### config.mk
export PLATFORM = sky130hd
export DESIGN_NAME = snes_mem_arbiter
export DESIGN_NICKNAME = d
export VERILOG_FILES = /design/src/rtl/snes_mem_arbiter.sv
export SDC_FILE = /design/constraint.sdc
export NUM_CORES = 1
export LEC_CHECK = 0
export BUFFER_PORTS_ARGS = -buffer_cell sky130_fd_sc_hd__buf_2
export CORE_MARGIN = 2
export CORE_UTILIZATION = 31
export CTS_CLUSTER_DIAMETER = 200
export CTS_CLUSTER_SIZE = 30
export DETAILED_ROUTE_END_ITERATION = 12
export GPL_TIMING_DRIVEN = 0
export PLACE_DENSITY = 0.58
export SYNTH_ARGS = -nofsm -noshare
export SYNTH_HDL_FRONTEND = slang
export SYNTH_SLANG_ARGS = --single-unit
### constraint.sdc
create_clock -name MCLK -period 4.8 [get_ports MCLK]
set_input_delay 0.48 -clock MCLK [delete_from_list [all_inputs] [get_ports MCLK]]
set_output_delay 0.48 -clock MCLK [all_outputs]
set_load 0.005 [all_outputs]
### src/rtl/snes_mem_arbiter.sv
`default_nettype none
// ============================================================================
// Module      : snes_mem_arbiter
// Description : Shares one byte-wide external memory port between the SNES
//               CPU bus, the APU audio RAM and the ROM loader. Each client
//               may have one request outstanding. Priority is CPU > ARAM >
//               LOADER, except that an ARAM request that has waited
//               ARAM_MAXWAIT cycles beats the CPU. A stuck memory access is
//               forced to complete after ACK_TIMEOUT cycles.
// Revision    : 1.0 - initial release
// ============================================================================
module snes_mem_arbiter #(
    parameter int ADDR_W       = 23,
    parameter int ARAM_MAXWAIT = 12,
    parameter int ACK_TIMEOUT  = 64
) (
    input  logic              MCLK,
    input  logic              RST,
    input  logic              cpu_req,
    input  logic              cpu_we,
    input  logic [ADDR_W-1:0] cpu_addr,
    input  logic [7:0]        cpu_d,
    output logic [7:0]        cpu_q,
    output logic              cpu_rdy,
    input  logic              aram_req,
    input  logic              aram_we,
    input  logic [ADDR_W-1:0] aram_addr,
    input  logic [7:0]        aram_d,
    output logic [7:0]        aram_q,
    output logic              aram_rdy,
    input  logic              ldr_req,
    input  logic              ldr_we,
    input  logic [ADDR_W-1:0] ldr_addr,
    input  logic [7:0]        ldr_d,
    output logic [7:0]        ldr_q,
    output logic              ldr_rdy,
    output logic              mem_req,
    output logic              mem_we,
    output logic [ADDR_W-1:0] mem_addr,
    output logic [7:0]        mem_d,
    input  logic [7:0]        mem_q,
    input  logic              mem_ack,
    output logic              busy,
    output logic [1:0]        grant,
    output logic [2:0]        err_ovf,
    output logic              err_tmo
);

    localparam int WAIT_W = $clog2(ARAM_MAXWAIT + 1);
    localparam int TMO_W  = $clog2(ACK_TIMEOUT + 1);

    localparam logic [WAIT_W-1:0] c_WAIT_MAX = WAIT_W'(ARAM_MAXWAIT);
    localparam logic [TMO_W-1:0]  c_TMO_LAST = TMO_W'(ACK_TIMEOUT - 1);

    localparam logic [0:0] c_ST_IDLE = 1'b0;
    localparam logic [0:0] c_ST_WAIT = 1'b1;

    // Grant codes double as (client index + 1): 0 CPU, 1 ARAM, 2 LOADER
    localparam logic [1:0] c_GNT_NONE = 2'd0;
    localparam logic [1:0] c_GNT_CPU  = 2'd1;
    localparam logic [1:0] c_GNT_ARAM = 2'd2;
    localparam logic [1:0] c_GNT_LDR  = 2'd3;

    // Client-indexed views of the three request ports
    logic [2:0]        w_req;
    logic [2:0]        w_we_in;
    logic [ADDR_W-1:0] w_addr_in [3];
    logic [7:0]        w_d_in    [3];

    assign w_req        = {ldr_req, aram_req, cpu_req};
    assign w_we_in      = {ldr_we, aram_we, cpu_we};
    assign w_addr_in[0] = cpu_addr;
    assign w_addr_in[1] = aram_addr;
    assign w_addr_in[2] = ldr_addr;
    assign w_d_in[0]    = cpu_d;
    assign w_d_in[1]    = aram_d;
    assign w_d_in[2]    = ldr_d;

    logic [0:0]        r_state;
    logic [2:0]        r_pend;
    logic [2:0]        r_we;
    logic [ADDR_W-1:0] r_addr [3];
    logic [7:0]        r_d    [3];
    logic [7:0]        r_q    [3];
    logic [2:0]        r_rdy;
    logic [2:0]        r_err_ovf;
    logic              r_err_tmo;
    logic [WAIT_W-1:0] r_aram_wait;
    logic [TMO_W-1:0]  r_tmo;
    logic              r_mem_req;
    logic              r_mem_we;
    logic [ADDR_W-1:0] r_mem_addr;
    logic [7:0]        r_mem_d;
    logic [1:0]        r_grant;

    logic [0:0]        w_state_nxt;
    logic              w_issue;
    logic [1:0]        w_win;
    logic              w_done;
    logic              w_tmo_hit;
    logic [2:0]        w_gnt_oh;
    logic [2:0]        w_win_oh;
    logic [2:0]        w_ovf;
    logic [2:0]        w_cap;
    logic              w_sel_we;
    logic [ADDR_W-1:0] w_sel_addr;
    logic [7:0]        w_sel_d;

    // State register
    always_ff @(posedge MCLK) begin
        if (RST) r_state <= c_ST_IDLE;
        else     r_state <= w_state_nxt;
    end

    // Next state: pick a winner in IDLE, finish on ack or timeout in WAIT
    always_comb begin
        w_state_nxt = r_state;
        w_issue     = 1'b0;
        w_win       = c_GNT_NONE;
        w_done      = 1'b0;
        w_tmo_hit   = 1'b0;
        case (r_state)
            c_ST_IDLE: begin
                if (|r_pend) begin
                    w_issue     = 1'b1;
                    w_state_nxt = c_ST_WAIT;
                    if (r_pend[1] && (r_aram_wait == c_WAIT_MAX)) w_win = c_GNT_ARAM;
                    else if (r_pend[0])                           w_win = c_GNT_CPU;
                    else if (r_pend[1])                           w_win = c_GNT_ARAM;
                    else                                          w_win = c_GNT_LDR;
                end
            end
            c_ST_WAIT: begin
                if (mem_ack) begin
                    w_done      = 1'b1;
                    w_state_nxt = c_ST_IDLE;
                end else if (r_tmo == c_TMO_LAST) begin
                    w_done      = 1'b1;
                    w_tmo_hit   = 1'b1;
                    w_state_nxt = c_ST_IDLE;
                end
            end
            default: w_state_nxt = c_ST_IDLE;
        endcase
    end

    // Per-client decode: a request from a client that is already pending or
    // owns the memory is an overflow and is dropped
    always_comb begin
        w_gnt_oh = '0;
        w_win_oh = '0;
        w_ovf    = '0;
        w_cap    = '0;
        for (int c = 0; c < 3; c++) begin
            w_gnt_oh[c] = (r_grant == 2'(c + 1));
            w_win_oh[c] = (w_win == 2'(c + 1));
            w_ovf[c]    = w_req[c] & (r_pend[c] | w_gnt_oh[c]);
            w_cap[c]    = w_req[c] & ~w_ovf[c];
        end
    end

    // Latched fields of the selected winner
    always_comb begin
        w_sel_we   = r_we[0];
        w_sel_addr = r_addr[0];
        w_sel_d    = r_d[0];
        for (int c = 1; c < 3; c++) begin
            if (w_win_oh[c]) begin
                w_sel_we   = r_we[c];
                w_sel_addr = r_addr[c];
                w_sel_d    = r_d[c];
            end
        end
    end

    // Client-side registers: request capture, overflow flags, read data, ready
    always_ff @(posedge MCLK) begin
        if (RST) begin
            r_pend    <= '0;
            r_we      <= '0;
            r_rdy     <= '0;
            r_err_ovf <= '0;
            for (int c = 0; c < 3; c++) begin
                r_addr[c] <= '0;
                r_d[c]    <= '0;
                r_q[c]    <= '0;
            end
        end else begin
            for (int c = 0; c < 3; c++) begin
                r_rdy[c] <= w_done & w_gnt_oh[c];
                if (w_ovf[c]) r_err_ovf[c] <= 1'b1;
                if (w_cap[c]) begin
                    r_pend[c] <= 1'b1;
                    r_we[c]   <= w_we_in[c];
                    r_addr[c] <= w_addr_in[c];
                    r_d[c]    <= w_d_in[c];
                end else if (w_win_oh[c]) begin
                    r_pend[c] <= 1'b0;
                end
                if (w_done && w_gnt_oh[c] && !r_mem_we)
                    r_q[c] <= w_tmo_hit ? 8'hFF : mem_q;
            end
        end
    end

    // Memory-side registers, grant, timeout counter and ARAM starvation counter
    always_ff @(posedge MCLK) begin
        if (RST) begin
            r_mem_req   <= 1'b0;
            r_mem_we    <= 1'b0;
            r_mem_addr  <= '0;
            r_mem_d     <= '0;
            r_grant     <= c_GNT_NONE;
            r_tmo       <= '0;
            r_err_tmo   <= 1'b0;
            r_aram_wait <= '0;
        end else begin
            r_mem_req <= w_issue;
            if (w_issue) begin
                r_mem_we   <= w_sel_we;
                r_mem_addr <= w_sel_addr;
                r_mem_d    <= w_sel_d;
                r_grant    <= w_win;
                r_tmo      <= '0;
            end else if (w_done) begin
                r_grant <= c_GNT_NONE;
            end else if (r_state == c_ST_WAIT) begin
                r_tmo <= r_tmo + TMO_W'(1);
            end
            if (w_tmo_hit) r_err_tmo <= 1'b1;
            if (w_win_oh[1])
                r_aram_wait <= '0;
            else if (r_pend[1] && !w_gnt_oh[1] && (r_aram_wait != c_WAIT_MAX))
                r_aram_wait <= r_aram_wait + WAIT_W'(1);
        end
    end

    assign cpu_q    = r_q[0];
    assign aram_q   = r_q[1];
    assign ldr_q    = r_q[2];
    assign cpu_rdy  = r_rdy[0];
    assign aram_rdy = r_rdy[1];
    assign ldr_rdy  = r_rdy[2];
    assign mem_req  = r_mem_req;
    assign mem_we   = r_mem_we;
    assign mem_addr = r_mem_addr;
    assign mem_d    = r_mem_d;
    assign busy     = (r_state != c_ST_IDLE);
    assign grant    = r_grant;
    assign err_ovf  = r_err_ovf;
    assign err_tmo  = r_err_tmo;

endmodule
`default_nettype wire
# After elaboration in Yosys (flattened, before gate mapping)
# Memories as Yosys holds them, arrays and structs flattened.
# Cells that the tools add are included.
[op_classes]
multipliers = 0
n_mux = 59
n_addsub = 2
eq_ne = 9
bitwise = 26
n_div = 0
magnitude_cmp = 0
reduce_logical = 19
n_shift = 0
[ops]
columns = ["operator", "n"]
rows = [
  ["23-bit 2-to-1 mux", 5],
  ["8-bit 2-to-1 mux", 9],
  ["1-bit 2-to-1 mux", 38],
  ["2-bit 2-to-1 mux", 6],
  ["1-bit bitwise OR", 12],
  ["1-bit AND", 9],
  ["1-bit logical AND", 9],
  ["2-bit equality test (second input constant)", 4],
  ["2-bit nonzero test", 4],
  ["7-bit by 1-bit adder with 7-bit output (second input constant)", 1],
  ["7-bit by 6-bit equality test with 1-bit output (second input constant)", 1],
  ["1-bit inverter", 5],
  ["4-bit by 1-bit adder with 4-bit output (second input constant)", 1],
  ["2-bit by 1-bit equality test with 1-bit output (second input constant)", 2],
  ["4-bit equality test (second input constant)", 1],
  ["4-bit != test (second input constant)", 1],
  ["2-bit OR reduction", 2],
  ["3-bit OR reduction", 1],
  ["1-bit zero test", 2],
  ["1-bit case mux with 2 select lines", 1],
  ["2-bit AND reduction", 1],
]
[word_totals]
elab_cells = 137
mem_bits_rw = 117
reg_bits = 60
romBits = 0
inputBits = 110
output_inout_bits = 67
n_memories = 3
latch_bits = 0
[mem_list]
columns = ["memory", "depth", "width", "rd", "rd_clocked_by_memory_dff", "write_ports", "line", "rtl"]
rows = [
  ["r_addr", 3, 23, 3, 0, 3, "82", "logic [ADDR_W-1:0] r_addr [3];"],
  ["r_d", 3, 8, 3, 0, 3, "83", "logic [7:0] r_d [3];"],
  ["r_q", 3, 8, 3, 0, 3, "84", "logic [7:0] r_q [3];"],
]

# Longest topological paths before layout
[logic_depth]
word_depth = 10
ltp_mapped = 8
depth_no_buf = 6

# Least setup slack after synthesis
# No wires, ideal clock.
[synth_path]
path_type = "flip-flop to flip-flop"
start = "register r_state, in the netlist busy"
end = "memory r_q[1][2], in the netlist r_q[0][10], enable pin"
path_stages_with_launch = 5
t_arrival_ns = 1.594
path_slack_ns = 2.819
path_buffers = 1
period_less_slack_ns = 1.981
setup_ns = 0.387
required_time_ns = 4.413
cell_sequence = "dfxtp_1 -> buf_4 -> and2b_1 -> a32oi_4 -> o31ai_1"
[synth_rtl]
columns = ["element", "line", "rtl"]
rows = [
  ["from (decl)", "79", "logic [0:0] r_state;"],
  ["from (signal assigned)", "111", "if (RST) r_state <= c_ST_IDLE;"],
  ["from (signal assigned)", "112", "else r_state <= w_state_nxt;"],
  ["to (decl)", "84", ""],
]

==> results.json <==
{
  "synth_top_area_cell": "edfxtp_1",
  "synth_nets": 742,
  "die_area_mm2": 0.0255,
  "netlist_area_mm2": 0.00751,
  "cts_tree": "built",
  "worstPathArrival_ns": 2.11,
  "synth.avg_cell_area_um2": 11.9,
  "p_leak_uw": 0.00388,
  "fin_skew_ns": 0.00717,
  "die_h_um": 160,
  "num_vias": 5289,
  "maxSlewHeadroom_pct": 36.9,
  "final_util_pct": 39.7,
  "wl_per_cell_um": 16.8,
  "num_rows": 56,
  "cts_setup_buffers": 0,
  "synth_top_area_share_pct": 46.8,
  "cts_resized": 0,
  "numCtsBuffers": 17,
  "cts_sinks": 177,
  "ant_nets": 0,
  "wl_um": 19400,
  "powerDensity_mw_per_mm2": 408,
  "cap_viol_max_count": 0,
  "grt_overflow": 0,
  "numPortBuffers": 176,
  "setup.worst_path.start_class": "register",
  "final_common_cell": "buf_2",
  "worst_slew_pin_slew_ns": 0.939,
  "cts-root-buf": "clkbuf_16",
  "final.setup.tns_ns": 0,
  "clock.fmax_ghz": 0.484,
  "crit_fanout": 10,
  "htreeDepth": 4,
  "area_growth_pct": 24.9,
  "ctsHoldBuffers": 0,
  "ctsLongestPathBuffers": 2,
  "grt_max_degree": 32,
  "core_area_mm2": 0.0236,
  "fin_ws_ns": 2.73,
  "grtUsageTotal_pct": 15.3,
  "final_hold_viol_count": 0,
  "post-route-period-util_pct": 43.0,
  "preCtsSetupSlack_ns": 2.28,
  "drc": 0,
  "min_from": "aram_we",
  "antenna_cells": 0,
  "fin_crit_ns": 2.07,
  "status": "finished clean",
  "die_w_um": 160,
  "num-fill-cells": 2359,
  "antenna_found_initial": 1,
  "grt_first_pass_wirelength_um": 29700,
  "fin_cells": 1157,
  "hp-class": "in2reg",
  "setup_viol_count_final": 0,
  "num_io_pins": 177,
  "drt_iter0_drc": 332,
  "clkLatencyLatePin_ns": 0.42,
  "ys_top_cells_by_area": "edfxtp_1 47%, dfxtp_1 16%, and2_1 7.9%, o221ai_1 3.6%, a22o_1 3.5%",
  "ys_types": 52,
  "synthCells": 629,
  "ys_seq_area_share_pct": 62.8,
  "rsz0062_at_grt": "no",
  "synth-edff-count": 117,
  "ys_warn_count": 0,
  "crit_type": "reg2reg",
  "startpoint": "busy",
  "ir_drop_mv": 0.213,
  "final-max-slew-violation-count": 0,
  "grt_pass1_vias": 5167,
  "path_clk_slew_ns": 0.06,
  "async_flop_share_pct": 0,
  "dp.cells": 1125,
  "start_util_pct": 31.8,
  "firstDrtPassIters": 5,
  "synth_ff_type": "edfxtp_1",
  "end_kind": "register",
  "avgViaCountPerCell": 4.57,
  "hpwl_um": 14000,
  "r2r_start": "busy",
  "gp_congestion": 0.775,
  "crit_required_ns": 4.85,
  "ys_ff_latch": 177,
  "mostFrequentLayoutCells": "189 x buf_2, 117 x edfxtp_1, 95 x and2_1",
  "nNetsFinal": 938,
  "drive_gt1_share_pct": 31.0
}
worst max-delay path, stage by stage, from the launching register on:
cell	delay (ns)
dfxtp_1	0.32
buf_4	0.19
and2b_1	0.19
a32oi_4	0.20
o31ai_2	0.78
kinds of logic after synthesis:
kind of cell | Yosys count | share of synthesized area, %
simple gates | 222 | 16.1
flops | 177 | 62.8
compound gates | 136 | 13.9
buf+inv | 82 | 5.63
xor+xnor | 6 | 0.700
mux | 3 | 0.400
fa+ha+maj | 3 | 0.500
where the power goes:
part / leakage, uW / total (uW) / internal, uW / switching (uW)
clock network: 0.000251 / 1300 / 716 / 588
logic: 0.00190 / 646 / 269 / 377
registers: 0.00173 / 1880 / 1810 / 63.9
sequential cells by signal, indices dropped and copies added, names as in the netlist:
signal,count
busy,1
err_ovf,3
err_tmo,1
grant,2
mem_addr,23
mem_d,8
mem_req,1
mem_we,1
r_addr,69
r_aram_wait,4
r_d,24
r_pend,3
r_q,24
r_rdy,3
r_tmo,7
r_we,3
cell usage after synthesis (2+ instances only):
cell      number
edfxtp_1     117
and2_1        95
dfxtp_1       60
nand2_1       48
a21oi_1       42
nor2_1        42
inv_1         38
o221ai_1      31
a22o_1        30
clkbuf_1      14
buf_2         13
buf_6         11
o21a_1        10
nor3_1         8
o21ai_0        6
buf_4          4
nand3_1        4
nand4_1        4
o31ai_1        4
xor2_1         4
ha_1           3
mux2i_1        3
nand3_2        3
nor2b_1        3
and3_1         2
nand2b_2       2
o211ai_1       2
xnor2_1        2
path summary, 6_finish.rpt:
| kind | to | cells after the start | slack [ns] |
|---|---|---|---|
| worst max-delay path | r_q[0][8] | 4 | 2.73 |
| worst min-delay path | r_we[1] | 3 | 0.29 |
| worst max register to register | r_q[0][8] | 4 | 2.73 |
| worst min register to register | err_ovf[0] | 2 | 0.45 |
stage by stage:
| stage | power, uW | area, um^2 | hold slack (ns) |
|---|---|---|---|
| 2_1_floorplan | 2300 | 7510 | 0.437 |
| 3_3_place_gp | 2560 | 8790 | 0.435 |
| 3_5_place_dp | 2570 | 8820 | 0.443 |
| 4_1_cts | 3870 | 9370 | 0.275 |
| 5_1_grt | 4000 | 9380 | 0.280 |
| 6_report | 3830 | 9380 | 0.291 |
layer usage:
metal  vias to the layer above  global-route usage, %  part of all wire (%)
met5                         -                      0                 0.062
met4                         2                   3.22                  0.98
met3                        17                   3.39                   5.2
met2                       161                   24.3                    47
met1                      2469                   21.3                    47
li1                       2640                      -                     -
area by class of cell:
type                    instances  area [um^2]  area share (%)
multi-input cells             370         2390            25.5
well taps                     319          399            4.26
repair buffers                177          901            9.61
plain buffers                  43          277            2.95
clock inverters                12          111            1.19
inverters                      39          146            1.56
flip-flops and latches        177         4710            50.3
clock buffers                  20          437            4.66
Note: power is estimated with default switching activity, not from simulation.
